File: src/rtl/buraq_pkg.sv
// Shared types and constants for the instruction fetch/align path.
package buraq_pkg;

  typedef logic [15:0] halfword_t;
  typedef logic [31:0] word_t;

  // Low two bits of a halfword that mark the start of a 32-bit instruction.
  localparam logic [1:0] C_OPCODE_FULL = 2'b11;

  // A parcel is compressed unless its low two bits select the 32-bit encoding.
  function automatic logic is_compressed(input halfword_t hw);
    return hw[1:0] != C_OPCODE_FULL;
  endfunction

endpackage

File: src/rtl/fetch_word_fifo.sv
// Small circular buffer of fetched words.
// Exposes the head word and the low half of the entry behind it, so that a
// 32-bit instruction straddling two words can be stitched combinationally.
module fetch_word_fifo
  import buraq_pkg::*;
#(
  parameter  int BUF_DEPTH = 2,
  localparam int PTR_W     = $clog2(BUF_DEPTH),
  localparam int CNT_W     = PTR_W + 1
) (
  input  logic             clk,
  input  logic             reset,
  input  logic             clr_i,
  input  logic             push_i,
  input  word_t            data_i,
  input  logic             pop_i,
  output word_t            head_o,
  output halfword_t        next_lo_o,
  output logic [CNT_W-1:0] count_o
);

  localparam logic [PTR_W-1:0] PTR_ONE = PTR_W'(1);
  localparam logic [CNT_W-1:0] FULL_CNT = CNT_W'(BUF_DEPTH);

  logic [PTR_W-1:0] rd_q;
  logic [PTR_W-1:0] wr_q;
  logic [CNT_W-1:0] count_q;
  word_t            mem_q [BUF_DEPTH];
  word_t            next_word;

  // Pointer and occupancy bookkeeping; a clear empties the buffer at once.
  always_ff @(posedge clk) begin
    if (reset || clr_i) begin
      rd_q    <= '0;
      wr_q    <= '0;
      count_q <= '0;
    end else begin
      if (push_i) wr_q <= wr_q + PTR_ONE;
      if (pop_i)  rd_q <= rd_q + PTR_ONE;
      count_q <= count_q + CNT_W'(push_i) - CNT_W'(pop_i);
    end
  end

  // Word storage carries no reset; occupancy decides what is meaningful.
  always_ff @(posedge clk) begin
    if (push_i && !clr_i) mem_q[wr_q] <= data_i;
  end

  assign next_word = mem_q[rd_q + PTR_ONE];
  assign head_o    = mem_q[rd_q];
  assign next_lo_o = next_word[15:0];
  assign count_o   = count_q;

  // The issue rule reserves a slot for every outstanding request.
  a_no_overflow: assert property (@(posedge clk) disable iff (reset || clr_i)
    !(push_i && count_q == FULL_CNT));

  a_no_underflow: assert property (@(posedge clk) disable iff (reset || clr_i)
    !(pop_i && count_q == '0));

endmodule

File: src/rtl/fetch_align_ctrl.sv
// Fetch/align controller: issues word fetches, buffers the returned words and
// presents a halfword-aligned stream of 16-bit and 32-bit instruction parcels.
// Redirects clear the buffer and drop every response still in flight.
module fetch_align_ctrl
  import buraq_pkg::*;
#(
  parameter logic [31:0] BOOT_ADDR = 32'h0000_0000,
  parameter int          BUF_DEPTH = 2,
  parameter int          MAX_OUTST = 2
) (
  input  logic        clk,
  input  logic        reset,
  output logic        imem_req_valid,
  input  logic        imem_req_ready,
  output logic [31:0] imem_req_addr,
  input  logic        imem_rsp_valid,
  input  logic [31:0] imem_rsp_data,
  input  logic        flush,
  input  logic [31:0] flush_pc,
  output logic        instr_valid,
  input  logic        instr_ready,
  output logic [15:0] instr_lsb,
  output logic [15:0] instr_msb,
  output logic        instr_c,
  output logic [31:0] instr_pc
);

  localparam int CNT_W = $clog2(BUF_DEPTH) + 1;
  localparam int SUM_W = CNT_W + 1;
  localparam logic [SUM_W-1:0] DEPTH_L = SUM_W'(BUF_DEPTH);
  localparam logic [SUM_W-1:0] MAXO_L  = SUM_W'(MAX_OUTST);
  localparam logic [CNT_W-1:0] ONE_C   = CNT_W'(1);
  localparam logic [CNT_W-1:0] TWO_C   = CNT_W'(2);

  logic [31:0]      fetch_addr_q;
  logic             hw_off_q;
  logic [31:0]      instr_pc_q;
  logic [CNT_W-1:0] outst_q;
  logic [CNT_W-1:0] drop_q;

  word_t            head;
  halfword_t        next_lo;
  logic [CNT_W-1:0] count;
  logic             push;
  logic             pop;

  logic [SUM_W-1:0] reserved;
  logic             req_fire;
  logic [CNT_W-1:0] outst_nxt;
  halfword_t        cur_hw;
  halfword_t        nxt_hw;
  logic             cur_c;
  logic             have2;
  logic             parcel_ok;
  logic             consume;

  fetch_word_fifo #(.BUF_DEPTH(BUF_DEPTH)) u_fifo (
    .clk       (clk),
    .reset     (reset),
    .clr_i     (flush),
    .push_i    (push),
    .data_i    (imem_rsp_data),
    .pop_i     (pop),
    .head_o    (head),
    .next_lo_o (next_lo),
    .count_o   (count)
  );

  // Every buffered word and every outstanding request owns one buffer slot.
  assign reserved       = SUM_W'(outst_q) + SUM_W'(count);
  assign imem_req_valid = !reset && !flush && (reserved < DEPTH_L) &&
                          (SUM_W'(outst_q) < MAXO_L);
  assign imem_req_addr  = fetch_addr_q;
  assign req_fire       = imem_req_valid && imem_req_ready;
  assign outst_nxt      = outst_q + CNT_W'(req_fire) - CNT_W'(imem_rsp_valid);

  // Responses owed to a redirected stream are discarded; flush drops all.
  assign push = imem_rsp_valid && (drop_q == '0) && !flush;

  // Halfword window: hw_off selects which half of the head word is current,
  // the following halfword may live in the next buffer entry.
  assign cur_hw = hw_off_q ? head[31:16] : head[15:0];
  assign nxt_hw = hw_off_q ? next_lo : head[31:16];
  assign cur_c  = is_compressed(cur_hw);
  // Two halfwords available: one word at offset 0, two words at offset 1.
  assign have2  = hw_off_q ? (count >= TWO_C) : (count >= ONE_C);

  assign parcel_ok   = (count != '0) && (cur_c || have2);
  assign instr_valid = parcel_ok;
  assign instr_c     = parcel_ok && cur_c;
  assign instr_lsb   = parcel_ok ? cur_hw : 16'h0000;
  assign instr_msb   = (parcel_ok && !cur_c) ? nxt_hw : 16'h0000;
  assign instr_pc    = instr_pc_q;

  // A C parcel pops only when it was the upper half; a 32-bit parcel always
  // finishes off the head word, keeping hw_off unchanged.
  assign consume = parcel_ok && instr_ready && !flush;
  assign pop     = consume && (cur_c ? hw_off_q : 1'b1);

  // Fetch address, halfword offset, parcel PC and in-flight accounting.
  always_ff @(posedge clk) begin
    if (reset) begin
      fetch_addr_q <= BOOT_ADDR & ~32'h3;
      hw_off_q     <= BOOT_ADDR[1];
      instr_pc_q   <= BOOT_ADDR & ~32'h1;
      outst_q      <= '0;
      drop_q       <= '0;
    end else begin
      outst_q <= outst_nxt;
      if (flush) begin
        drop_q       <= outst_nxt;
        fetch_addr_q <= flush_pc & ~32'h3;
        hw_off_q     <= flush_pc[1];
        instr_pc_q   <= flush_pc & ~32'h1;
      end else begin
        if (imem_rsp_valid && (drop_q != '0)) drop_q <= drop_q - ONE_C;
        if (req_fire) fetch_addr_q <= fetch_addr_q + 32'd4;
        if (consume) begin
          instr_pc_q <= instr_pc_q + (cur_c ? 32'd2 : 32'd4);
          if (cur_c) hw_off_q <= !hw_off_q;
        end
      end
    end
  end

  // A response with nothing outstanding means the memory side lost sync.
  a_rsp_expected: assert property (@(posedge clk) disable iff (reset)
    !(imem_rsp_valid && outst_q == '0));

endmodule

File: config.mk
export PLATFORM = sky130hd
export DESIGN_NAME = fetch_align_ctrl
export DESIGN_NICKNAME = d
export VERILOG_FILES = /design/src/rtl/buraq_pkg.sv /design/src/rtl/fetch_word_fifo.sv /design/src/rtl/fetch_align_ctrl.sv
export SDC_FILE = /design/constraint.sdc
export NUM_CORES = 1
export LEC_CHECK = 0
export CORE_MARGIN = 5
export CORE_UTILIZATION = 54
export CTS_CLUSTER_SIZE = 25
export DETAILED_ROUTE_END_ITERATION = 16
export PLACE_DENSITY = 0.82
export SLEW_MARGIN = 20
export SYNTH_ARGS = -nofsm -noshare
export SYNTH_HDL_FRONTEND = slang
export SYNTH_SLANG_ARGS = --single-unit
File: constraint.sdc
create_clock -name clk -period 6.2 [get_ports clk]
set_input_delay 0.62 -clock clk [delete_from_list [all_inputs] [get_ports clk]]
set_output_delay 0.62 -clock clk [all_outputs]
set_load 0.05 [all_outputs]
=== Word level (Yosys, flattened, before mapping) ===
Memories as Yosys holds them, arrays and structs flattened. A register that Yosys moved wholly into a read port is not among the register bits.
Index checks and enable logic that the tools add are counted.

* Multiplexer cells: 20
* Equal/unequal tests: 1
* $lt $le $gt $ge: 4
* Reductions and logical operators: 29
* Add/sub/neg operators: 10

{| class="wikitable"
|+ Operators with widths
! cell !! number
|-
| $mux W32 || 4
|-
| $mux W16 || 4
|-
| $add A32 B3 Y32 || 1
|-
| $add A32 B3 Y32 const B || 1
|-
| $logic_and A1 B1 Y1 || 14
|-
| $reduce_bool A2 Y1 || 6
|-
| $mux W1 || 9
|-
| $add A2 B1 Y2 || 2
|-
| $logic_not A1 Y1 || 4
|-
| $mux W2 || 2
|-
| $sub A2 B1 Y2 || 2
|-
| $add A2 B2 Y3 || 1
|-
| $lt A3 B2 Y1 const B || 1
|-
| $mux W3 || 1
|-
| $add A1 B1 Y1 const B || 2
|-
| $ge A2 B1 Y1 const B || 1
|-
| $ge A2 B2 Y1 const B || 1
|-
| $logic_not A2 Y1 || 1
|-
| $logic_or A1 B1 Y1 || 2
|-
| $lt A2 B2 Y1 const B || 1
|-
| $ne A2 B2 Y1 const B || 1
|-
| $reduce_and A2 Y1 || 1
|-
| $reduce_or A2 Y1 || 1
|-
| $sub A2 B1 Y2 const B || 1
|}

* Word-level logic and storage cells: 75
* Bits of input ports: 70
* Memories: 1
* Flip-flop bits (word level): 73
* Output and inout bits: 99
* Bits in writable memories: 64

{| class="wikitable"
|+ Memory list
! name !! depth !! width !! read ports !! clocked after memory_dff !! wr ports !! RTL line !! text
|-
| u_fifo.mem_q || 2 || 32 || 2 || 1 || 1 || fetch_word_fifo.sv:28 || <nowiki>word_t mem_q [BUF_DEPTH];</nowiki>
|}

=== Depth between registers and ports, before layout ===
Gate-level depths: netlist of run 1.

* Depth after elaboration: 9
* Gate-level depth with buffers: 13

=== Hierarchy ===
From an unflattened synthesis of run 1, not the netlist that was laid out.

* Cells, all modules: 700
* Area total of the unflattened synthesis: 7203.2 um2

{| class="wikitable"
|+ Modules (own cells, without submodules)
! module !! cells each !! times used !! area an instance (um2)
|-
| fetch_align_ctrl || 563 || 1 || 4421.7
|-
| fetch_word_fifo || 137 || 1 || 2781.4
|}

=== Worst setup path after synthesis of run 1 ===
OpenSTA, ideal clock, no wires.

* Path type: input-to-reg
* Start point: in flush
* End point: mem u_fifo.mem_q[0][0] (netlist name) (enable)
* Stages: 4
* Data arrival time: 3.475 ns
* Setup slack: 2.264 ns
* Required time: 5.739 ns
* Setup time: 0.461 ns
* Cells stage by stage: clkbuf_1 -> clkbuf_1 -> buf_1 -> nor3_1

* Word-level cells in the longest chain between the ends: 5

{| class="wikitable"
|+ Ends and longest elaborated chain
! item !! RTL line !! text
|-
| start: declaration || fetch_align_ctrl.sv:18 || <nowiki>input logic flush,</nowiki>
|-
| $logic_not A1 Y1 (*) || fetch_word_fifo.sv:46, fetch_align_ctrl.sv:78 ||
|-
| $logic_and A1 B1 Y1 || fetch_align_ctrl.sv:78 || <nowiki>assign push = imem_rsp_valid && (drop_q == '0) && !flush;</nowiki>
|-
| $logic_and A1 B1 Y1 (*) || fetch_word_fifo.sv:46 || <nowiki>if (push_i && !clr_i) mem_q[wr_q] <= data_i;</nowiki>
|-
| $mux W1 (*) || fetch_word_fifo.sv:46 ||
|-
| $mux W1 (not written as such) (*) || fetch_word_fifo.sv:46 ||
|-
| end: declaration || fetch_word_fifo.sv:28 ||
|}

Every way passes the cells marked *; elsewhere a longest branch is shown, timed or not.

==> reports/results.md, run 1 <==
| Parameter | This run | Unit |
| --- | --- | --- |
| Avg Synthesized Cell Area | 10.1 | um^2 |
| Worst slew margin relative to its limit | 0.420 | - |
| Clock latency reported for the late side of the worst-skew pair | 0.43 | ns |
| Wire length of the first global-routing pass | 33300 | um |
| Diode insertion count for antenna repair | 0 | - |
| Core box area | 0.0131 | mm^2 |
| Dominant synthesized flop cell | sky130_fd_sc_hd__dfxtp_1 | - |
| Sequential-to-total area share from yosys stat | 0.468 | - |
| Placed instance area | 0.00885 | mm^2 |
| Antenna violations before repair | 0 | - |
| Drt wl/cell | 20.1 | um |
| Arrival time worst endpoint | 3.74 | ns |
| Clock transition at the registers of the reported paths | 0.06 | ns |
| CTS resizes | 0 | - |
| Area Growth Syn to Fin | 33.8 | % |
| Io pins | 169 | - |
| Placer's final routability congestion estimate | 0.866 | - |
| Initial DRC count | 718 | - |
| Number of buffers added by the clock tree synthesis step | 17 | - |
| Number of endpoints with negative hold slack in the final report | 0 | - |
| Number of global-route vias before repair | 6424 | - |
| Total routing usage reported by global routing | 0.264 | - |
| Number of buffers between clock root and the deepest sink | 2 | - |
| Place WS | 2.07 | ns |
| Slew Viols, Final | 0 | - |
| Worst reg2reg path depth | 11 | - |
| Worst ir drop on vdd | 0.204 | mV |
| Result of the run | completed | - |
| Number of hold-repair buffers added at the cts stage | 0 | - |
| Ratio of cells with drive above 1 in the final layout | 0.0977 | - |
| Final net count | 927 | - |
| DPL Wire Length | 14500 | um |
| Endpoints failing setup | 0 | - |
| Starting density of the core | 0.546 | - |
| Number of routed nets with antenna violations | 0 | - |
| Number of maximum-capacitance violations | 0 | - |
| Remaining global-route overflow | 0 | - |
| Setup ws final | 1.84 | ns |
| Setup crit start kind | register | - |
| Post-synth EDFFs | 64 | - |
| Setup TNS | 0 | ns |
| Start-to-end type of the worst setup path | register to primary output | - |
| Die Height | 125 | um |
| Crit end category | primary output | - |
| Skew final | 0.0148 | ns |
| H-Tree Level Count | 4 | - |
| Synth warn | 0 | - |
| Worst Hold Slack | 0.519 | ns |
| Number of cell rows | 42 | - |
| DIE AREA | 0.0156 | mm^2 |
| Highest net fanout along the worst path | 52 | - |
| Top cells by area, synth | sky130_fd_sc_hd__edfxtp_1, sky130_fd_sc_hd__dfxtp_1, sky130_fd_sc_hd__a211oi_1 | - |
| IO Port Bufs | 164 | - |
| Vias per std cell | 6.21 | - |
| Cell area after synthesis | 0.00714 | mm^2 |
| Area share of the leading cell type in the synthesized netlist | 0.269 | - |
| Pin count of the biggest net entering global routing | 67 | - |
| Worst hold path class | register to register | - |
| Worst-Margin Slew | 0.871 | ns |
| Critical path data required time | 5.58 | ns |
| Number of library cell types mapped by synthesis | 55 | - |
| RSZ-0062 raised after global routing | false | - |
| Number of clock sinks seen by CTS | 135 | - |
| TritonCTS clock tree | done | - |
| Clock root buffer master | sky130_fd_sc_hd__clkbuf_16 | - |
| WHS Path Cells | 2 | - |
| Overall die width | 125 | um |
| Highest achievable clock rate | 229 | MHz |
| Via count of the routed design | 6433 | - |
| Final Cell Area | 0.00955 | mm^2 |
| Post-layout util | 0.730 | - |
| Pwr per Cell Area | 275 | mW/mm^2 |
| Wirelength, routed | 20800 | um |
| Post-Syn Instances | 704 | - |
| Final Critical Period | 4.36 | ns |
| Residual DRC | 0 | - |
| Leakage | 3.17 | nW |
| Number of buffers added for setup after CTS | 0 | - |
| Drt first pass iters | 7 | - |
| Fin crit share | 0.704 | - |
| Register bit count reported by yosys | 135 | - |
| Proportion of register bits with asynchronous set or reset after synthesis | 0 | - |
| Cell taking the most area after synthesis | sky130_fd_sc_hd__edfxtp_1 | - |
==> cells in the final DEF (no fill, tap or decap), types with 13 or more instances in the layout <==
| cell type | n |
|---|---|
| sky130_fd_sc_hd__a21oi_1 | 23 |
| sky130_fd_sc_hd__mux2i_1 | 19 |
| sky130_fd_sc_hd__and2_1 | 13 |
| sky130_fd_sc_hd__and3_1 | 13 |
| sky130_fd_sc_hd__nor2_1 | 48 |
| sky130_fd_sc_hd__xnor2_1 | 26 |
| sky130_fd_sc_hd__nand2_1 | 57 |
| sky130_fd_sc_hd__edfxtp_1 | 64 |
| sky130_fd_sc_hd__clkdlybuf4s50_1 | 163 |
| sky130_fd_sc_hd__mux4_2 | 16 |
| sky130_fd_sc_hd__nand3_1 | 19 |
| sky130_fd_sc_hd__nand4_1 | 23 |
| sky130_fd_sc_hd__clkbuf_16 | 17 |
| sky130_fd_sc_hd__nor4_1 | 14 |
| sky130_fd_sc_hd__nor3_1 | 16 |
| sky130_fd_sc_hd__dfxtp_1 | 68 |
| sky130_fd_sc_hd__a31oi_1 | 20 |
| sky130_fd_sc_hd__nor2b_1 | 34 |
| sky130_fd_sc_hd__a211oi_1 | 50 |
| sky130_fd_sc_hd__o21ai_0 | 17 |
| sky130_fd_sc_hd__inv_1 | 16 |
==> cell usage after synthesis, types with 3 or more instances <==
cell                        n
sky130_fd_sc_hd__a211oi_1  50
sky130_fd_sc_hd__a21boi_0   3
sky130_fd_sc_hd__a21oi_1   23
sky130_fd_sc_hd__a221oi_1   3
sky130_fd_sc_hd__a311oi_1   6
sky130_fd_sc_hd__a31oi_1   21
sky130_fd_sc_hd__and2_1    13
sky130_fd_sc_hd__and3_1    13
sky130_fd_sc_hd__and4_1     8
sky130_fd_sc_hd__buf_1      3
sky130_fd_sc_hd__buf_2     11
sky130_fd_sc_hd__buf_4      5
sky130_fd_sc_hd__clkbuf_1  33
sky130_fd_sc_hd__dfxtp_1   71
sky130_fd_sc_hd__edfxtp_1  64
sky130_fd_sc_hd__ha_1       8
sky130_fd_sc_hd__inv_1     16
sky130_fd_sc_hd__mux2_2    10
sky130_fd_sc_hd__mux2i_1   19
sky130_fd_sc_hd__mux4_2    16
sky130_fd_sc_hd__nand2_1   57
sky130_fd_sc_hd__nand3_1   19
sky130_fd_sc_hd__nand3b_1   3
sky130_fd_sc_hd__nand4_1   23
sky130_fd_sc_hd__nor2_1    48
sky130_fd_sc_hd__nor2b_1   34
sky130_fd_sc_hd__nor3_1    17
sky130_fd_sc_hd__nor4_1    14
sky130_fd_sc_hd__o21a_1     4
sky130_fd_sc_hd__o21ai_0   17
sky130_fd_sc_hd__or3_1      8
sky130_fd_sc_hd__xnor2_1   26
sky130_fd_sc_hd__xor2_1     5
==> registers in the layout, indices dropped and copies added (netlist names), named ones only <==
register,count
u_fifo.count_o,2
u_fifo.rd_q,1
instr_pc,31
hw_off_q,1
outst_q,2
drop_q,2
u_fifo.mem_q,64
imem_req_addr,30
u_fifo.wr_q,1
==> layout make-up <==
class / count / area, um^2
inverter: 18 / 67.6
clock inverter: 15 / 251
fill: 868 / 3530
multi-input combinational: 501 / 3520
timing repair buffer: 174 / 1720
clock buffer: 17 / 425
tap: 176 / 220
sequential: 135 / 3350
==> critical path: stages, from the launching register on <==
cell                              delay (ns)
sky130_fd_sc_hd__dfxtp_2                0.32
sky130_fd_sc_hd__buf_4                  0.50
sky130_fd_sc_hd__nand4b_2               0.28
sky130_fd_sc_hd__a31oi_2                0.10
sky130_fd_sc_hd__buf_4                  0.25
sky130_fd_sc_hd__inv_1                  0.10
sky130_fd_sc_hd__nand2_1                0.41
sky130_fd_sc_hd__a211oi_1               0.43
sky130_fd_sc_hd__clkdlybuf4s50_1        0.89
==> power breakdown <==
group | internal [W] | switching [W] | total [W]
registers | 0.000988 | 0.0000542 | 0.00104
logic | 0.000170 | 0.000259 | 0.000430
clock network | 0.000756 | 0.000399 | 0.00115
==> cells by family after synthesis <==
group / synth area share
adders and majority gates: 0.0196
DFF: 0.468
AOI/OAI and AO/OA: 0.134
buffers and inverters: 0.0414
xor gates and xnor gates: 0.0380
and+or+nand+nor: 0.206
other: 0.000525
muxes: 0.0929
==> layer usage <==
metal / track usage / share of wire / vias to the layer above / wire length [um]
met1: 0.324 / 0.39 / 3111 / 8040
met4: 0.132 / 0.042 / 0 / 871
met5: 0 / 0 / - / 0
met3: 0.0704 / 0.083 / 59 / 1730
li1: - / - / 2927 / -
met2: 0.431 / 0.49 / 336 / 10100
==> through the flow <==
| stage | total power (W) | std cells |
|---|---|---|
| floorplan | 0.00132 | 706 |
| global placement | 0.00147 | 1003 |
| detailed placement | 0.00148 | 1003 |
| CTS | 0.00263 | 1035 |
| global route | 0.00271 | 1036 |
| finish | 0.00263 | 1036 |
==> worst paths after layout <==
| path | start | slack (ns) | end |
|---|---|---|---|
| max | register | 1.84 | instr_msb[4] |
| min | instr_pc[31] | 0.52 | instr_pc[31] |
| max reg2reg | u_fifo.count_o[0] | 2.43 | drop_q[1] |
| min reg2reg | instr_pc[31] | 0.52 | instr_pc[31] |
No activity file was read; power rests on OpenSTA's default activity.
==> run 2, diff against run 1 <==
--- a/config.mk
+++ b/config.mk
@@ -6,10 +6,10 @@
 export NUM_CORES = 1
 export LEC_CHECK = 0
 export CORE_MARGIN = 5
-export CORE_UTILIZATION = 54
+export CORE_UTILIZATION = 51
 export CTS_CLUSTER_SIZE = 25
 export DETAILED_ROUTE_END_ITERATION = 16
-export PLACE_DENSITY = 0.82
+export PLACE_DENSITY = 0.78
 export SLEW_MARGIN = 20
 export SYNTH_ARGS = -nofsm -noshare
 export SYNTH_HDL_FRONTEND = slang
==> constraint.sdc (replaced) <==
create_clock -name clk -period 4.3 [get_ports clk]
set_input_delay 0.43 -clock clk [delete_from_list [all_inputs] [get_ports clk]]
set_output_delay 0.43 -clock clk [all_outputs]
set_load 0.05 [all_outputs]
==> run 2 against run 1 <==
Effect of this change:
- sequential power grew 44%
- cell count up 0.48%
- register-to-register slack got worse by 1.6 ns
- global-route usage is 2.5 points lower
- worst hold slack better by 0.012 ns
==> reports/results.md, run 2 (same netlist as run 1, synthesis figures left out) <==
| Parameter | This run | Unit | Change |
| --- | --- | --- | --- |
| Area used by multi-input combinational logic | 0.00351 | mm^2 | -0.18% |
| Final-layout fill cell count | 1032 | - | +19% |
| Number of endpoints with negative hold slack in the final report | 0 | - | unchanged |
| RSZ-0062 raised after global routing | false | - |  |
| Number of buffers added by the clock tree synthesis step | 17 | - | unchanged |
| Final Cell Area | 0.00936 | mm^2 | -2.0% |
| Worst ir drop on vdd | 0.257 | mV | +26% |
| IO Port Bufs | 164 | - | unchanged |
| Pwr per Cell Area | 364 | mW/mm^2 | +33% |
| Io pins | 169 | - | unchanged |
| Most frequent cells in the layout | sky130_fd_sc_hd__clkdlybuf4s50_1, sky130_fd_sc_hd__dfxtp_1, sky130_fd_sc_hd__edfxtp_1, sky130_fd_sc_hd__nand2_1, sky130_fd_sc_hd__a211oi_1 | - |  |
| Critical path data required time | 3.87 | ns | -1.71 ns |
| Combinational cell fraction of total power | 0.179 | - | +0.015 |
| Design internal power | 0.00240 | W | +26% |
| Highest net fanout along the worst path | 23 | - | -56% |
| Number of buffers between clock root and the deepest sink | 2 | - | unchanged |
| Drt wl/cell | 19.6 | um | -2.5% |
| Final Critical Period | 3.64 | ns |  |
| Post-layout util | 0.677 | - | -0.0532 |
| Placed instance area | 0.00883 | mm^2 | -0.23% |
| Number of buffers added for setup after CTS | 0 | - | unchanged |
| Result of the run | completed | - |  |
| Switching Share | 0.296 | - | +0.0244 |
| Clock latency reported for the late side of the worst-skew pair | 0.41 | ns | -0.02 ns |
| Worst-Margin Slew | 1.12 | ns | +0.252 ns |
| Vias per std cell | 6.05 | - | -2.5% |
| Clock root buffer master | sky130_fd_sc_hd__clkbuf_16 | - |  |
| Final net count | 928 | - | +0.11% |
| Area Growth Syn to Fin | 31.1 | % |  |
| Fin crit share | 0.847 | - |  |
| Number of cell rows | 43 | - | +2.4% |
| Arrival time worst endpoint | 3.21 | ns | -0.53 ns |
| Worst hold path class | register to register | - |  |
| Remaining global-route overflow | 0 | - | unchanged |
| Start-to-end type of the worst setup path | register to primary output | - |  |
| Placer's final routability congestion estimate | 0.846 | - | -2.3% |
| Area of all sequential standard cells | 0.00335 | mm^2 | about the same |
| Clock transition at the registers of the reported paths | 0.06 | ns | about the same |
| Number of maximum-capacitance violations | 0 | - | unchanged |
| Relative contribution of the clock network to total power | 0.381 | - | -0.059 |
| Largest Register | u_fifo.mem_q | - |  |
| Number of placed instances with taps included | 1009 | - | +0.60% |
| Endpoints failing setup | 0 | - | unchanged |
| CTS resizes | 0 | - | unchanged |
| Initial DRC count | 699 | - | -2.6% |
| TritonCTS clock tree | done | - |  |
| Number of hold-repair buffers added at the cts stage | 0 | - | unchanged |
| DPL Wire Length | 14600 | um | +0.84% |
| Total routing usage reported by global routing | 0.239 | - | -0.0248 |
| Slack of the worst reg-to-reg path | 0.81 | ns | -1.62 ns |
| Setup crit start kind | register | - |  |
| Most common cell after layout, fill and taps aside | sky130_fd_sc_hd__clkdlybuf4s50_1 | - |  |
| Crit end category | primary output | - |  |
| DIE AREA | 0.0165 | mm^2 | +5.4% |
| Pin count of the biggest net entering global routing | 65 | - | -3.0% |
| Slew Viols, Final | 0 | - | unchanged |
| Starting density of the core | 0.516 | - | -0.0293 |
| Leakage | 3.13 | nW | -1.0% |
| Wire length of the first global-routing pass | 31000 | um | -7.1% |
| Wirelength, routed | 20400 | um | -2.0% |
| Drt first pass iters | 5 | - | -2 |
| Met2 track utilization from global routing | 0.406 | - | -0.0245 |
| Number of routed nets with antenna violations | 0 | - | unchanged |
| H-Tree Level Count | 4 | - | unchanged |
| Filler-free cell count of the finished design | 1041 | - | +0.48% |
| Total net switching power | 0.00101 | W | +42% |
| Highest achievable clock rate | 275 | MHz |  |
| Overall die width | 128 | um | +2.7% |
| Number of clock sinks seen by CTS | 135 | - | unchanged |
| Hold path start | instr_pc[31] | - |  |
| GRT met3 Usage | 0.0508 | - | -0.0195 |
| Antenna violations before repair | 0 | - | unchanged |
| Setup TNS | 0 | ns | unchanged |
| Skew final | 0.00503 | ns | -0.00975 ns |
| Core box area | 0.0138 | mm^2 | +5.7% |
| Via count of the routed design | 6303 | - | -2.0% |
| Most Used Layer, Global Route | met2 | - |  |
| Reg-to-Reg End | instr_pc[31] | - |  |
| Residual DRC | 0 | - | unchanged |
| Part of the power in registers | 0.440 | - | +0.043 |
| Number of global-route vias before repair | 6036 | - | -6.0% |
| Worst Hold Slack | 0.531 | ns | +0.0124 ns |
| Die Height | 128 | um | +2.7% |
| Worst reg2reg path depth | 10 | - | -1 |
| Ratio of cells with drive above 1 in the final layout | 0.114 | - | +0.0161 |
| Diode insertion count for antenna repair | 0 | - | unchanged |
| Flip-flop count of the largest register, all copies and words added | 64 | - | unchanged |
| Worst slew margin relative to its limit | 0.251 | - | -0.169 |
| Endpoint of the most critical setup path | instr_lsb[10] | - |  |
| Met1 global-route usage | 0.292 | - | -0.0320 |
==> run 2: changes by cell type in the layout (fill, tap and decap cells not counted), sizes merged <==
cell / before / now
buf: 11 / 28
bufinv: 6 / 0
clkdlybuf4s50: 163 / 147
clkinv: 5 / 8
clkinvlp: 3 / 4
inv: 19 / 21
==> run 2: power by group through the flow <==
| stage | logic, W | clock network, W | registers [W] |
|---|---|---|---|
| after floorplan | 0.000267 | 0 | 0.00163 |
| after global placement | 0.000596 | 0 | 0.00152 |
| after detailed placement | 0.000610 | 0 | 0.00153 |
| after CTS | 0.000614 | 0.00132 | 0.00150 |
| after global routing | 0.000651 | 0.00137 | 0.00151 |
| final | 0.000612 | 0.00130 | 0.00150 |
==> run 2: area by class of cell <==
cell class,count,share of cell area
clock buffer,17,0.0454
clock inverter,15,0.0112
inverter,18,0.00722
multi-input combinational,501,0.375
sequential,135,0.357
tap,180,0.0241
timing repair buffer,175,0.179
==> run 2: how the worst min path moves through the flow <==
| stage | depth (start not counted) | endpoint | slack, ns |
|---|---|---|---|
| floorplan | 2 | u_fifo.wr_q | 0.53 |
| global placement | 2 | instr_pc[31] | 0.50 |
| detailed placement | 2 | imem_req_addr[31] | 0.52 |
| CTS | 2 | imem_req_addr[31] | 0.53 |
| global route | 2 | instr_pc[31] | 0.54 |
| finish | 2 | instr_pc[31] | 0.53 |
==> run 2: per-stage QoR <==
| stage | total power [W] | setup WS [ns] |
|---|---|---|
| global route | 0.00354 | 0.411 |
| finish | 0.00341 | 0.657 |
| detailed placement | 0.00214 | 0.836 |
| floorplan | 0.00190 | 0.554 |
| global placement | 0.00212 | 0.931 |
| CTS | 0.00343 | 0.616 |
==> run 2: routing by layer <==
| layer | wire length, um | up-vias |
|---|---|---|
| met1 | 8070 | 3021 |
| met2 | 10100 | 298 |
| met5 | 0 | - |
| met3 | 1490 | 52 |
| li1 | - | 2932 |
| met4 | 686 | 0 |
==> run 2: critical path, stage by stage, from the launching register on <==
cell                              delay, ns
sky130_fd_sc_hd__dfxtp_2               0.63
sky130_fd_sc_hd__nand4_1               0.25
sky130_fd_sc_hd__a31oi_2               0.78
sky130_fd_sc_hd__buf_4                 0.33
sky130_fd_sc_hd__nor2b_1               0.08
sky130_fd_sc_hd__clkdlybuf4s50_1       0.71
